### src/rtl/axi4_lite_slave_responder_pkg.sv
// Shared response codes and FSM state encodings for the AXI4-Lite slave responder.
package axi4_lite_slave_responder_pkg;

  localparam logic [1:0] OKAY   = 2'b00;
  localparam logic [1:0] SLVERR = 2'b10;

  typedef enum logic [1:0] {
    W_IDLE,
    W_COLLECT,
    W_RESP
  } w_state_e;

  typedef enum logic {
    R_IDLE,
    R_DATA
  } r_state_e;

endpackage

### src/rtl/axi4_lite_ready_gen.sv
// Per-channel slot tracking and registered ready generation for one AXI4-Lite
// request channel (AW, W or AR).
module axi4_lite_ready_gen #(
  parameter int READY_DELAY = 0
) (
  input  logic aclk,
  input  logic aresetn,
  input  logic valid_i,
  input  logic release_i,
  output logic ready_o,
  output logic held_o
);

  logic full_q, full_d;
  logic ready_q, ready_d;
  logic fire;

  assign fire    = valid_i & ready_q;
  assign ready_o = ready_q;
  // Slot counts as occupied on the handshake edge itself so the FSM can act on it.
  assign held_o  = full_q | fire;

  always_comb begin
    full_d = full_q;
    if (fire) begin
      full_d = 1'b1;
    end else if (release_i) begin
      full_d = 1'b0;
    end
  end

  generate
    if (READY_DELAY == 0) begin : g_nodelay
      assign ready_d = ~full_d;
    end else begin : g_delay
      localparam logic [3:0] LAST = 4'(READY_DELAY - 1);
      logic [3:0] cnt_q, cnt_d;
      logic       counting;

      // Counting stops while the pulse is out; a dropped valid restarts from zero.
      assign counting = valid_i & ~full_q & ~ready_q;
      assign ready_d  = counting && (cnt_q == LAST);

      always_comb begin
        cnt_d = 4'd0;
        if (counting && (cnt_q != LAST)) begin
          cnt_d = cnt_q + 4'd1;
        end
      end

      always_ff @(posedge aclk or negedge aresetn) begin
        if (!aresetn) begin
          cnt_q <= 4'd0;
        end else begin
          cnt_q <= cnt_d;
        end
      end
    end
  endgenerate

  always_ff @(posedge aclk or negedge aresetn) begin
    if (!aresetn) begin
      full_q  <= 1'b0;
      ready_q <= 1'b0;
    end else begin
      full_q  <= full_d;
      ready_q <= ready_d;
    end
  end

endmodule

### src/rtl/axi4_lite_slave_responder.sv
// AXI4-Lite subordinate backed by a small word-addressed register bank, with
// programmable ready latency on the AW, W and AR channels.
module axi4_lite_slave_responder
  import axi4_lite_slave_responder_pkg::*;
#(
  parameter int ADDR_WIDTH  = 32,
  parameter int DATA_WIDTH  = 32,
  parameter int NUM_REGS    = 16,
  parameter int READY_DELAY = 0
) (
  input  logic                    aclk,
  input  logic                    aresetn,
  input  logic                    awvalid,
  output logic                    awready,
  input  logic [ADDR_WIDTH-1:0]   awaddr,
  input  logic                    wvalid,
  output logic                    wready,
  input  logic [DATA_WIDTH-1:0]   wdata,
  input  logic [DATA_WIDTH/8-1:0] wstrb,
  output logic                    bvalid,
  input  logic                    bready,
  output logic [1:0]              bresp,
  input  logic                    arvalid,
  output logic                    arready,
  input  logic [ADDR_WIDTH-1:0]   araddr,
  output logic                    rvalid,
  input  logic                    rready,
  output logic [DATA_WIDTH-1:0]   rdata,
  output logic [1:0]              rresp
);

  localparam int STRB_W = DATA_WIDTH / 8;
  localparam int LSB    = $clog2(STRB_W);
  localparam int IDX_W  = $clog2(NUM_REGS);
  localparam logic [ADDR_WIDTH-1:0] ADDR_LIMIT = ADDR_WIDTH'(NUM_REGS * STRB_W);

  w_state_e w_state_q;
  r_state_e r_state_q;

  logic [DATA_WIDTH-1:0] regs_q [NUM_REGS];
  logic [ADDR_WIDTH-1:0] awaddr_q;
  logic [DATA_WIDTH-1:0] wdata_q;
  logic [STRB_W-1:0]     wstrb_q;
  logic                  bvalid_q, rvalid_q;
  logic [1:0]            bresp_q, rresp_q;
  logic [DATA_WIDTH-1:0] rdata_q;

  logic aw_held, w_held, ar_held;
  logic aw_fire, w_fire;
  logic b_done, r_done;

  assign b_done  = bvalid_q & bready;
  assign r_done  = rvalid_q & rready;
  assign aw_fire = awvalid & awready;
  assign w_fire  = wvalid & wready;

  axi4_lite_ready_gen #(.READY_DELAY(READY_DELAY)) u_aw_rdy (
    .aclk(aclk), .aresetn(aresetn), .valid_i(awvalid), .release_i(b_done),
    .ready_o(awready), .held_o(aw_held)
  );

  axi4_lite_ready_gen #(.READY_DELAY(READY_DELAY)) u_w_rdy (
    .aclk(aclk), .aresetn(aresetn), .valid_i(wvalid), .release_i(b_done),
    .ready_o(wready), .held_o(w_held)
  );

  axi4_lite_ready_gen #(.READY_DELAY(READY_DELAY)) u_ar_rdy (
    .aclk(aclk), .aresetn(aresetn), .valid_i(arvalid), .release_i(r_done),
    .ready_o(arready), .held_o(ar_held)
  );

  // A beat arriving on the commit edge has not been latched yet, so use the bus value.
  logic [ADDR_WIDTH-1:0] eff_addr;
  logic [DATA_WIDTH-1:0] eff_data;
  logic [STRB_W-1:0]     eff_strb;
  logic [IDX_W-1:0]      wr_idx, rd_idx;
  logic                  wr_ok, rd_ok;

  assign eff_addr = aw_fire ? awaddr : awaddr_q;
  assign eff_data = w_fire ? wdata : wdata_q;
  assign eff_strb = w_fire ? wstrb : wstrb_q;
  assign wr_idx   = eff_addr[LSB +: IDX_W];
  assign wr_ok    = eff_addr < ADDR_LIMIT;
  assign rd_idx   = araddr[LSB +: IDX_W];
  assign rd_ok    = araddr < ADDR_LIMIT;

  always_ff @(posedge aclk or negedge aresetn) begin
    if (!aresetn) begin
      w_state_q <= W_IDLE;
      bvalid_q  <= 1'b0;
      bresp_q   <= OKAY;
      awaddr_q  <= '0;
      wdata_q   <= '0;
      wstrb_q   <= '0;
      for (int i = 0; i < NUM_REGS; i++) begin
        regs_q[i] <= '0;
      end
    end else begin
      if (aw_fire) awaddr_q <= awaddr;
      if (w_fire) begin
        wdata_q <= wdata;
        wstrb_q <= wstrb;
      end
      case (w_state_q)
        W_IDLE, W_COLLECT: begin
          if (aw_held && w_held) begin
            if (wr_ok) begin
              for (int b = 0; b < STRB_W; b++) begin
                if (eff_strb[b]) regs_q[wr_idx][8*b +: 8] <= eff_data[8*b +: 8];
              end
            end
            bresp_q   <= wr_ok ? OKAY : SLVERR;
            bvalid_q  <= 1'b1;
            w_state_q <= W_RESP;
          end else if (aw_fire || w_fire) begin
            w_state_q <= W_COLLECT;
          end
        end
        W_RESP: begin
          if (bready) begin
            bvalid_q  <= 1'b0;
            w_state_q <= W_IDLE;
          end
        end
        default: w_state_q <= W_IDLE;
      endcase
    end
  end

  // Reads sample regs_q before any same-edge write commit lands.
  always_ff @(posedge aclk or negedge aresetn) begin
    if (!aresetn) begin
      r_state_q <= R_IDLE;
      rvalid_q  <= 1'b0;
      rdata_q   <= '0;
      rresp_q   <= OKAY;
    end else begin
      case (r_state_q)
        R_IDLE: begin
          if (ar_held) begin
            rvalid_q  <= 1'b1;
            rdata_q   <= rd_ok ? regs_q[rd_idx] : '0;
            rresp_q   <= rd_ok ? OKAY : SLVERR;
            r_state_q <= R_DATA;
          end
        end
        R_DATA: begin
          if (rready) begin
            rvalid_q  <= 1'b0;
            r_state_q <= R_IDLE;
          end
        end
        default: r_state_q <= R_IDLE;
      endcase
    end
  end

  assign bvalid = bvalid_q;
  assign bresp  = bresp_q;
  assign rvalid = rvalid_q;
  assign rdata  = rdata_q;
  assign rresp  = rresp_q;

endmodule
### config.mk
export PLATFORM = sky130hd
export DESIGN_NAME = axi4_lite_slave_responder
export DESIGN_NICKNAME = d
export VERILOG_FILES = /design/src/rtl/axi4_lite_slave_responder_pkg.sv /design/src/rtl/axi4_lite_ready_gen.sv /design/src/rtl/axi4_lite_slave_responder.sv
export SDC_FILE = /design/constraint.sdc
export NUM_CORES = 1
export LEC_CHECK = 0
export CELL_PAD_IN_SITES_DETAIL_PLACEMENT = 1
export CELL_PAD_IN_SITES_GLOBAL_PLACEMENT = 2
export CORE_MARGIN = 8
export CORE_UTILIZATION = 35
export CTS_BUF_LIST = sky130_fd_sc_hd__clkbuf_8
export DETAILED_ROUTE_END_ITERATION = 16
export PLACE_DENSITY_LB_ADDON = 0.1
export SLEW_MARGIN = 20
export SYNTH_ARGS = -nofsm -noshare
export SYNTH_HDL_FRONTEND = slang
export SYNTH_HIERARCHICAL = 1
export SYNTH_SLANG_ARGS = --single-unit
### constraint.sdc
create_clock -name aclk -period 2.3 [get_ports aclk]
set_input_delay 0.345 -clock aclk [delete_from_list [all_inputs] [get_ports aclk]]
set_output_delay 0.345 -clock aclk [all_outputs]
set_load 0.005 [all_outputs]
==> impl_metrics.py <==
metrics = {
    "power": {
        "leakagePower_nw": 17.0,
        "pwr-share-comb_pct": 18.2,
        "internal_power_mw": 18.8,
        "clkPwrFrac_pct": 37.6,
        "p_sw_mw": 8.25,
        "p_sw_share_pct": 30.5,
        "seqPwrFrac_pct": 44.2,
        "ir_worst_vdd_mv": 0.432,
        "p_per_area_nw_per_um2": 756,
    },
    "min_path": {
        "hold_path_class": "input port to asynchronous set/reset pin",
    },
    "run_status": {
        "violations": "negative setup slack",
        "outcome": "complete, but fails checks",
    },
    "grt": {
        "grt_pass1_wl_um": 125000,
        "overflow": 0,
        "grt_max_degree": 70,
        "antenna_found_initial": 8,
        "grt_pass1_vias": 19300,
        "grtUsageTotal_pct": 18.0,
    },
    "floorplanning": {
        "die_h_um": 302,
        "row_count": 105,
        "die_area_um2": 91300,
        "dieWidth_um": 302,
        "core-area_um2": 81600,
        "ios": 148,
        "initial_core_util_pct": 35.1,
    },
    "placed_design": {
        "dpl.hpwl_um": 52100,
        "dp.cells": 3040,
        "port_buffers": 141,
        "place_congestion": 0.723,
    },
    "setup_path": {
        "worst_setup_path_start_kind": "flip-flop",
        "required_ps": 2870,
        "rrSetupSlack_ps": -130,
        "crit_start": "u_aw_rdy/ready_o",
        "r2r-start": "u_aw_rdy/ready_o",
        "cp-end-kind": "flip-flop",
        "reg2reg_to": "regs_q[259]",
        "critPathArrivalTime_ps": 3000,
        "reg2reg_depth": 7,
        "critPathKind": "flip-flop to flip-flop",
        "crit_fanout": 8,
        "cp-endpoint": "regs_q[259]",
    },
    "sta": {
        "setup_violations": 494,
        "relSlewSlack_pct": 52.5,
        "max_freq_mhz": 412,
        "finalHoldViolCount": 0,
        "worst_slew_pin_slew_ps": 711,
        "min_period_ps": 2430,
        "fin_skew_ps": 34.7,
        "min_period_over_period_pct": 106,
        "rsz0062_at_grt": "true",
        "setup_slack_ps": -128,
        "drv_slew": 0,
    },
    "detailed_routing": {
        "wire_per_inst_um": 24.9,
        "drc": 0,
        "viasPerCell": 5.23,
        "drtPass1Iterations": 6,
        "drt-total-wl_um": 81200,
        "drt-initial-drc-count": 780,
        "ant_nets": 0,
        "vias": 17000,
    },
    "clock_network": {
        "cts.sinks": 623,
        "cts_tree": "built",
        "clock_latency_ps": 710,
        "cts_buffers": 111,
        "clk_pin_slew_ps": 60,
        "cts_max_path_buffers": 3,
        "cts-root-buf": "clkbuf_8",
        "h-tree-depth": 3,
    },
    "flow_run": {
        "cap_violations": 0,
    },
    "synth": {
        "syn_area_per_cell_um2": 16.3,
        "synthTopCellsByArea": "dfrtp_1 (54%), mux2_2 (19%), mux4_2 (10%), mux2_4 (5.0%), nand3_4 (2.4%)",
        "ys_seq_elements": 623,
        "seq_area_frac_synth_pct": 54.4,
        "yosysTopAreaCellShare_pct": 54.4,
        "ys_warn_count": 6,
        "syn_inst": 1761,
        "synth_ff_type": "dfrtp_1",
        "ys_async_sr_fraction_pct": 100,
        "ys_types": 46,
        "netlist_area_um2": 28700,
        "synth-edff-count": 0,
        "yosysTopAreaCell": "dfrtp_1",
    },
    "cells_and_area": {
        "final_util_pct": 43.9,
        "drive_gt1_share_pct": 52.7,
        "syn2layout_area_growth_pct": 24.9,
        "final_cells": 3256,
        "nets": 2206,
    },
}
-- cells in the final DEF (no fill, tap or decap), types with 47 or more instances in the layout --
cell type / n
dfrtp_1: 623
mux2_2: 467
clkbuf_8: 143
clkdlybuf4s50_1: 138
mux4_2: 128
mux2_4: 105
buf_4: 101
a22oi_1: 65
buf_12: 65
inv_1: 50
nand3_4: 50
nand2_1: 47
-- critical path, cell delays in order, from the launching register on --
cell      delay (ps)
dfrtp_1          350
nand2_2           80
or4_4            610
buf_12           210
a211oi_4         280
buf_6            160
nand3_4          220
mux2_4           380
-- synth_stat cells (5+ instances only) --
| master | instances |
|---|---|
| dfrtp_1 | 623 |
| mux2_2 | 472 |
| mux4_2 | 128 |
| mux2_4 | 96 |
| clkbuf_1 | 76 |
| a22oi_1 | 65 |
| nand2_1 | 48 |
| nand3_4 | 40 |
| a22o_1 | 32 |
| nand3_2 | 24 |
| buf_1 | 16 |
| nor4_1 | 14 |
| a211oi_1 | 11 |
| inv_1 | 11 |
| a211oi_2 | 8 |
| a31oi_1 | 8 |
| a211oi_4 | 7 |
| nand3_1 | 7 |
| buf_4 | 6 |
| mux2_1 | 6 |
| o21ai_0 | 6 |
| nor2_1 | 5 |
-- cell families after synthesis --
| group | count (synthesis) | synth area share [%] |
|---|---|---|
| and+or+nand+nor | 165 | 5.10 |
| AOI/OAI and AO/OA | 150 | 4.66 |
| DFF | 623 | 54.4 |
| buffers and inverters | 119 | 1.93 |
| other | 1 | 0.0131 |
| muxes | 703 | 33.9 |
-- power groups by stage --
stage	sequential (mW)	clock (mW)	combinational, mW
3_5_place_dp	12.2	0	4.95
3_3_place_gp	12.1	0	4.80
6_report	12.0	10.2	4.92
2_1_floorplan	12.1	0	2.75
5_1_grt	12.1	11.0	5.43
4_1_cts	12.0	10.6	4.98
-- worst min path at each step --
stage / start / end / slack, ps / depth (start not counted)
final: aresetn / wdata_q[4] / 150 / 2
after CTS: aresetn / wdata_q[4] / 70 / 2
after global placement: aresetn / regs_q[451] / 260 / 1
after global routing: aresetn / regs_q[260] / 130 / 2
after floorplan: aresetn / awaddr_q[10] / 50 / 0
after detailed placement: aresetn / wdata_q[4] / 260 / 1
-- flip-flops by register name, indices dropped and copies added, names as in the netlist --
register          flops
regs_q              512
rdata                32
wdata_q              32
awaddr_q             30
wstrb_q               4
w_state_q             2
bresp                 1
bvalid                1
r_state_q             1
rresp                 1
rvalid                1
u_ar_rdy/full_q       1
u_ar_rdy/ready_o      1
u_aw_rdy/full_q       1
u_aw_rdy/ready_o      1
u_w_rdy/full_q        1
u_w_rdy/ready_o       1
-- final cells by class --
| class | count | area [um^2] |
|---|---|---|
| inverters | 11 | 41.3 |
| clock inverters | 55 | 249 |
| diodes | 3 | 7.51 |
| well taps | 1070 | 1340 |
| fillers | 7877 | 45800 |
| flip-flops and latches | 623 | 15600 |
| clock buffers | 142 | 1950 |
| repair buffers | 332 | 3870 |
| multi-input cells | 1020 | 12800 |
-- repair_timing --
action | 4_1_cts | 5_1_grt
buffers inserted | 1 | 7
gates resized for setup | 12 | 35
setup endpoints to repair | 512 | 513
hold endpoints to repair | 304 | 0
hold buffers | 1 | 0
cloned | 2 | 5
pin swaps | 20 | 24
-- per-stage QoR --
stage	setup TNS (ps)	hold WS (ps)	area [um^2]	worst slack (ps)	power, mW
floorplan	-89640	49.4	28700	-255	14.8
global placement	-396860	260	33100	-861	16.9
detailed placement	-394700	263	33100	-867	17.1
CTS	-47820	69.6	35400	-162	27.6
global route	-76510	131	35800	-236	28.5
finish	-28520	149	35800	-128	27.1
-- metal layers --
layer | track usage, % | vias to the layer above | share of wire, %
met5 | 0 | - | 0.064
met4 | 5.44 | 8 | 2.4
met3 | 3.85 | 125 | 4.8
met2 | 28.4 | 305 | 47
met1 | 25.0 | 9177 | 46
li1 | - | 7409 | -
Note: power is estimated with default switching activity, not from simulation.
